$ cat src/rtl/led_matrix_pkg.sv
// Shared types and helpers for the LED matrix scanner: scan counter type,
// row index width and the 7-segment digit encoder.
package led_matrix_pkg;

  typedef logic [15:0] scan_cnt_t;

  // Segment order is a..g on bits 6..0.
  localparam logic [6:0] SEG_0 = 7'b1111110;
  localparam logic [6:0] SEG_1 = 7'b0110000;
  localparam logic [6:0] SEG_2 = 7'b1101101;
  localparam logic [6:0] SEG_3 = 7'b1111001;
  localparam logic [6:0] SEG_4 = 7'b0110011;
  localparam logic [6:0] SEG_5 = 7'b1011011;
  localparam logic [6:0] SEG_6 = 7'b1011111;
  localparam logic [6:0] SEG_7 = 7'b1110000;
  localparam logic [6:0] SEG_8 = 7'b1111111;
  localparam logic [6:0] SEG_9 = 7'b1111011;
  localparam logic [6:0] SEG_A = 7'b1110111;
  localparam logic [6:0] SEG_B = 7'b0011111;
  localparam logic [6:0] SEG_C = 7'b1001110;
  localparam logic [6:0] SEG_D = 7'b0111101;
  localparam logic [6:0] SEG_E = 7'b1001111;
  localparam logic [6:0] SEG_F = 7'b1000111;

  function automatic int row_idx_w(input int rows);
    return (rows > 2) ? $clog2(rows) : 1;
  endfunction

  // Bit 4 of the pattern drives the decimal point on bit 0.
  function automatic logic [7:0] encode_7seg(input logic [4:0] pattern);
    logic [6:0] seg;
    case (pattern[3:0])
      4'h0: seg = SEG_0;
      4'h1: seg = SEG_1;
      4'h2: seg = SEG_2;
      4'h3: seg = SEG_3;
      4'h4: seg = SEG_4;
      4'h5: seg = SEG_5;
      4'h6: seg = SEG_6;
      4'h7: seg = SEG_7;
      4'h8: seg = SEG_8;
      4'h9: seg = SEG_9;
      4'hA: seg = SEG_A;
      4'hB: seg = SEG_B;
      4'hC: seg = SEG_C;
      4'hD: seg = SEG_D;
      4'hE: seg = SEG_E;
      default: seg = SEG_F;
    endcase
    return {seg, pattern[4]};
  endfunction

endpackage

$ cat src/rtl/led_row_timer.sv
// Row slot timer: counts clocks within a slot, steps the active row and
// decodes the lit window between the leading and trailing blanking gaps.
module led_row_timer
  import led_matrix_pkg::*;
#(
  parameter int ROWS    = 9,
  parameter int PERIOD  = 27000,
  parameter int GAP_ON  = 100,
  parameter int GAP_OFF = 2000
) (
  input  logic                       clk,
  input  logic                       rst,
  input  logic                       blank,
  output logic [row_idx_w(ROWS)-1:0] row_index,
  output logic [row_idx_w(ROWS)-1:0] next_row,
  output logic                       row_end,
  output logic                       frame_start,
  output logic                       on
);

  localparam int        RW        = row_idx_w(ROWS);
  localparam scan_cnt_t CNT_LAST  = scan_cnt_t'(PERIOD - 1);
  localparam scan_cnt_t ON_START  = scan_cnt_t'(GAP_ON);
  localparam scan_cnt_t ON_END    = scan_cnt_t'(PERIOD - GAP_OFF);
  localparam logic [RW-1:0] ROW_LAST = RW'(ROWS - 1);

  scan_cnt_t cnt;
  logic      frame_q;

  assign row_end  = (cnt == CNT_LAST);
  assign next_row = (row_index == ROW_LAST) ? '0 : row_index + 1'b1;

  always_ff @(posedge clk) begin
    if (rst) begin
      cnt       <= '0;
      row_index <= '0;
      frame_q   <= 1'b1;
    end else begin
      cnt     <= row_end ? '0 : cnt + 16'd1;
      frame_q <= row_end && (next_row == '0);
      if (row_end) begin
        row_index <= next_row;
      end
    end
  end

  // The register is preset during reset so the pulse lands on the first
  // post-reset cycle; the gate keeps it quiet while reset is still held.
  assign frame_start = frame_q && !rst;

  assign on = (cnt >= ON_START) && (cnt < ON_END) && !blank;

endmodule

$ cat src/rtl/led_matrix_scan.sv
// Time-multiplexed LED matrix driver with a row framebuffer and per-slot
// column latch. Define LED_MATRIX_SCAN_7SEG_EN for per-row 7-segment decode.
module led_matrix_scan
  import led_matrix_pkg::*;
#(
  parameter int ROWS    = 9,
  parameter int COLS    = 8,
  parameter int PERIOD  = 27000,
  parameter int GAP_ON  = 100,
  parameter int GAP_OFF = 2000
) (
  input  logic                       clk,
  input  logic                       rst,
  input  logic                       wr,
  input  logic [row_idx_w(ROWS)-1:0] wr_row,
  input  logic [COLS-1:0]            wr_data,
`ifdef LED_MATRIX_SCAN_7SEG_EN
  input  logic                       wr_mode,
`endif
  input  logic [row_idx_w(ROWS)-1:0] rd_row,
  output logic [COLS-1:0]            rd_data,
  input  logic                       blank,
  output logic [ROWS-1:0]            led_row,
  output logic [COLS-1:0]            led_col,
  output logic [row_idx_w(ROWS)-1:0] row_index,
  output logic                       frame_start
);

  localparam int RW = row_idx_w(ROWS);

  if (GAP_ON + GAP_OFF >= PERIOD) begin : g_bad_gaps
    $error("led_matrix_scan: GAP_ON + GAP_OFF must be less than PERIOD");
  end
  if (ROWS < 2 || ROWS > 16 || COLS < 1 || COLS > 16) begin : g_bad_size
    $error("led_matrix_scan: ROWS must be 2..16 and COLS 1..16");
  end
  if (PERIOD < 1 || PERIOD > 65535) begin : g_bad_period
    $error("led_matrix_scan: PERIOD must fit the 16-bit scan counter");
  end
`ifdef LED_MATRIX_SCAN_7SEG_EN
  if (COLS != 8) begin : g_bad_cols
    $error("led_matrix_scan: 7-segment mode needs COLS == 8");
  end
`endif

  logic [RW-1:0]   next_row;
  logic            row_end;
  logic            on;
  logic            wr_ok;
  logic            wr_hits_latch;
  logic [COLS-1:0] fb [ROWS];
  logic [COLS-1:0] col_q;
  logic [COLS-1:0] col_disp;

  led_row_timer #(
    .ROWS    (ROWS),
    .PERIOD  (PERIOD),
    .GAP_ON  (GAP_ON),
    .GAP_OFF (GAP_OFF)
  ) u_timer (
    .clk         (clk),
    .rst         (rst),
    .blank       (blank),
    .row_index   (row_index),
    .next_row    (next_row),
    .row_end     (row_end),
    .frame_start (frame_start),
    .on          (on)
  );

  assign wr_ok         = wr && (int'(wr_row) < ROWS);
  assign wr_hits_latch = wr_ok && (wr_row == next_row);

  // Column data is only captured at the slot boundary, so a write never
  // tears a row that is currently being displayed.
  always_ff @(posedge clk) begin
    if (rst) begin
      for (int i = 0; i < ROWS; i++) begin
        fb[i] <= '0;
      end
      col_q <= '0;
    end else begin
      if (wr_ok) begin
        fb[wr_row] <= wr_data;
      end
      if (row_end) begin
        col_q <= wr_hits_latch ? wr_data : fb[next_row];
      end
    end
  end

`ifdef LED_MATRIX_SCAN_7SEG_EN
  logic [ROWS-1:0] fb_mode;
  logic            mode_q;

  always_ff @(posedge clk) begin
    if (rst) begin
      fb_mode <= '0;
      mode_q  <= 1'b0;
    end else begin
      if (wr_ok) begin
        fb_mode[wr_row] <= wr_mode;
      end
      if (row_end) begin
        mode_q <= wr_hits_latch ? wr_mode : fb_mode[next_row];
      end
    end
  end

  assign col_disp = mode_q ? encode_7seg(col_q[4:0]) : col_q;
`else
  assign col_disp = col_q;
`endif

  always_comb begin
    rd_data = '0;
    if (int'(rd_row) < ROWS) begin
      rd_data = fb[rd_row];
    end
  end

  assign led_row = ~({{(ROWS-1){1'b0}}, on} << row_index);
  assign led_col = on ? col_disp : '0;

endmodule

$ cat config.mk
export PLATFORM = sky130hd
export DESIGN_NAME = led_matrix_scan
export DESIGN_NICKNAME = d
export VERILOG_FILES = /design/src/rtl/led_matrix_pkg.sv /design/src/rtl/led_row_timer.sv /design/src/rtl/led_matrix_scan.sv
export SDC_FILE = /design/constraint.sdc
export NUM_CORES = 1
export LEC_CHECK = 0
export ABC_AREA = 1
export CORE_MARGIN = 5
export CORE_UTILIZATION = 25
export DETAILED_ROUTE_END_ITERATION = 8
export GPL_TIMING_DRIVEN = 0
export PLACE_DENSITY_LB_ADDON = 0.15
export SLEW_MARGIN = 40
export SYNTH_ARGS = -nofsm -noshare
export SYNTH_HDL_FRONTEND = slang
export SYNTH_SLANG_ARGS = --single-unit
$ cat constraint.sdc
create_clock -name clk -period 3.04 [get_ports clk]
set_input_delay 0.304 -clock clk [delete_from_list [all_inputs] [get_ports clk]]
set_output_delay 0.304 -clock clk [all_outputs]
set_load 0.01 [all_outputs]
==> impl_metrics.yaml <==
timing:
  grt_setup_unrepaired: "false"
  setup_viol: 0
  drv_slew: 0
  worstMarginPinSlew_ps: 753
  period_minus_slack_ps: 2970
  layout_worst_path_cycle_share_pct: 97.6
  hold_violations: 0
  setup-tns-final_ps: 0
  hold_ws_ps: 456
  max_freq_mhz: 337
  worst_clock_skew_ps: 10.1
  max_slew_margin_pct: 49.8
flow_run:
  maxCapViolCount: 0
run_status:
  status: "finished, final reports clean"
routing:
  drtIter0Drc: 638
  wl_per_cell_um: 18.3
  drc: 0
  via_count: 7146
  drt_first_pass_iters: 6
  wirelength_um: 28800
  ant_nets: 0
  viasPerCell: 4.55
power:
  power.internal_mw: 3.75
  powerDensity_nw_per_um2: 493
  ir_drop_mv: 0.357
  p_switching_mw: 1.25
  power_frac_seq_pct: 50.0
  p_comb_share_pct: 8.2
  leakage_nw: 4.19
  switching_share_pct: 25.0
  p_clk_share_pct: 41.8
synth:
  yosysSeqAreaShare_pct: 53.1
  synth.cell_area_um2: 8330
  ys_ff_latch: 157
  syn_inst: 996
  ys_warn_count: 0
  synth.most_common_cell: "nand3_1"
  synthAdderAreaFrac_pct: 0.601
  synth_top_family_by_area: "simple AND/OR/NAND/NOR gates"
  post-synth-top-area-fraction_pct: 46.2
  synth_edf_count: 128
  synth_mux_area_share_pct: 0
  ys_async_sr_fraction_pct: 0
  synthFlopType: "edfxtp_1"
  synth_area_per_cell_um2: 8.36
  synth_compound_area_share_pct: 7.45
  synth.area.top_cells: "edfxtp_1, nand3_1, dfxtp_1"
  synth_top_area_cell: "edfxtp_1"
  ys_top_cells_by_count: "nand3_1, nand2_1, inv_1"
  ys_types: 37
  synthXorXnorAreaFrac_pct: 0.210
  synth-simple-area-share_pct: 27.9
setup_path:
  crit_fanout: 10
  required_ps: 2740
  startpoint_type: "input pin"
  crit_top_cell: "clkbuf_1"
  worstPathCellList: "buf_2, clkbuf_1, clkbuf_1, a21oi_1, o22ai_1, clkdlybuf4s50_1"
  end_kind: "primary output"
  critPathMaxStageDelay_ps: 610
  crit_type: "input pin to primary output"
  cp_data_arrival_time_ps: 2660
  cp_top_family: "buffers and inverters"
  worst-path-buf-inv: 4
  crit_slowest_cell: "clkdlybuf4s50_1"
die:
  dieArea_um2: 37100
  die_w_um: 193
  rows: 66
  core-area_um2: 32700
  start_util_pct: 25.5
  io_pins: 50
  die_h_um: 193
clocking:
  clkTransAtPathRegs_ps: 70
  cts_made_buffers: 17
  clockBufferDepth: 2
  cts.sinks: 157
  htree_num_levels: 4
  clockRootBuffer: "clkbuf_16"
  cts_tree: "built"
  clk_latency_ps: 430
cells_and_area:
  num_antenna_cells: 0
  regArea_um2: 4420
  area_delta_synth_final_pct: 21.8
  drive_gt1_share_pct: 7.52
  nNetsFinal: 1141
  n_fill_cell: 3557
  multi_input_area_um2: 3230
  design_area_um2: 10100
  fin_cells: 1572
placement:
  place_area_um2: 9560
  io_buffers: 47
  numPlacedInstances: 1540
  dp_hpwl_um: 21100
  gp_congestion: 0.888
worst_hold_path:
  hold_class: "flop to flop"
global_routing:
  grt_use_total_pct: 15.7
  grt_max_degree: 17
  grt_pass1_vias: 6843
  overflow: 0
  antenna_found_initial: 0
  grt_pass1_wl_um: 43000
power by group through the flow:
stage / Clock (mW) / Sequential [mW] / Combinational [mW]
final: 2.09 / 2.50 / 0.413
after global routing: 2.24 / 2.51 / 0.453
after CTS: 2.13 / 2.50 / 0.409
after detailed placement: 0 / 2.54 / 0.407
after global placement: 0 / 2.54 / 0.408
after floorplan: 0 / 2.52 / 0.239
path summary, 6_finish.rpt:
kind | cells after the start | endpoint | from | slack, ps
max | 6 | rd_data[4] | rd_row[0] | 70
min | 2 | col_disp[0]$_SDFFE_PP0P_ | col_disp[0]$_SDFFE_PP0P_ | 460
max reg2reg | 13 | col_disp[0]$_SDFFE_PP0P_ | u_timer.row_index[0]$_SDFFE_PP0P_ | 200
min reg2reg | 2 | col_disp[0]$_SDFFE_PP0P_ | col_disp[0]$_SDFFE_PP0P_ | 460
registers in the layout, summed over array words and instances (netlist names):
register           flops
u_timer.row_index      4
col_disp               8
u_timer.frame_q        1
fb                   128
u_timer.cnt           16
routing by layer:
| metal | global-route usage [%] | vias to the layer above | routed length [um] |
|---|---|---|---|
| met4 | 4.64 | 0 | 608 |
| met1 | 21.7 | 3415 | 13500 |
| met5 | 0 | - | 0 |
| li1 | - | 3513 | - |
| met3 | 2.26 | 34 | 1130 |
| met2 | 25.6 | 184 | 13500 |
worst reg2reg max path, cell delays in order (launching register included):
cell,delay [ps]
dfxtp_1,370
buf_2,210
inv_2,140
buf_2,240
ha_1,310
buf_2,220
clkinv_1,280
clkbuf_2,330
nand3_1,180
nand3_1,80
nand3_1,130
nand3_1,110
nand2_1,90
nand2_1,50
kinds of logic (layout without fill, tap and decap cells):
| family | Yosys count | after routing |
|---|---|---|
| AOI/OAI and AO/OA | 120 | 120 |
| xor gates and xnor gates | 2 | 2 |
| adders and majority gates | 4 | 4 |
| buffers and inverters | 210 | 289 |
| DFF | 157 | 157 |
| other | 1 | 56 |
| and+or+nand+nor | 502 | 502 |
stage by stage:
stage / setup slack [ps] / total power [mW] / util, %
after floorplan: 879 / 2.76 / -
after global placement: -236 / 2.95 / 29.2
after detailed placement: -246 / 2.95 / 29.2
after CTS: 45.8 / 5.04 / 31.0
after global routing: 42.2 / 5.21 / 31.0
final: 74.1 / 5.00 / 31.0
timing repair:
| item | 4_1_cts | 5_1_grt |
|---|---|---|
| buffers inserted | 0 | 0 |
| endpoints found under the setup margin | 8 | 7 |
| gates resized for setup | 2 | 8 |
| hold endpoints to repair | 0 | 0 |
| hold buffers | 0 | 0 |
area by class of cell:
cell class              instances  share of cell area, %
multi-input cells             684                   31.9
well taps                     442                   5.45
inverters                     161                   5.98
clock inverters                11                  0.790
flip-flops and latches        157                   43.6
plain buffers                  49                   2.79
clock buffers                  21                   4.85
repair buffers                 47                   4.64
placed cells by master, fill, tap and decap left out, types with 12 or more instances in the layout:
cell / count
a21oi_1: 58
buf_2: 13
clkbuf_1: 15
clkbuf_16: 18
clkdlybuf4s50_1: 47
conb_1: 56
dfxtp_1: 29
edfxtp_1: 128
inv_1: 140
inv_2: 12
nand2_1: 143
nand3_1: 190
nand3b_1: 25
nand4_1: 14
nor2_1: 109
o21ai_0: 30
o21ai_1: 20
(Power assumes the default switching activity.)
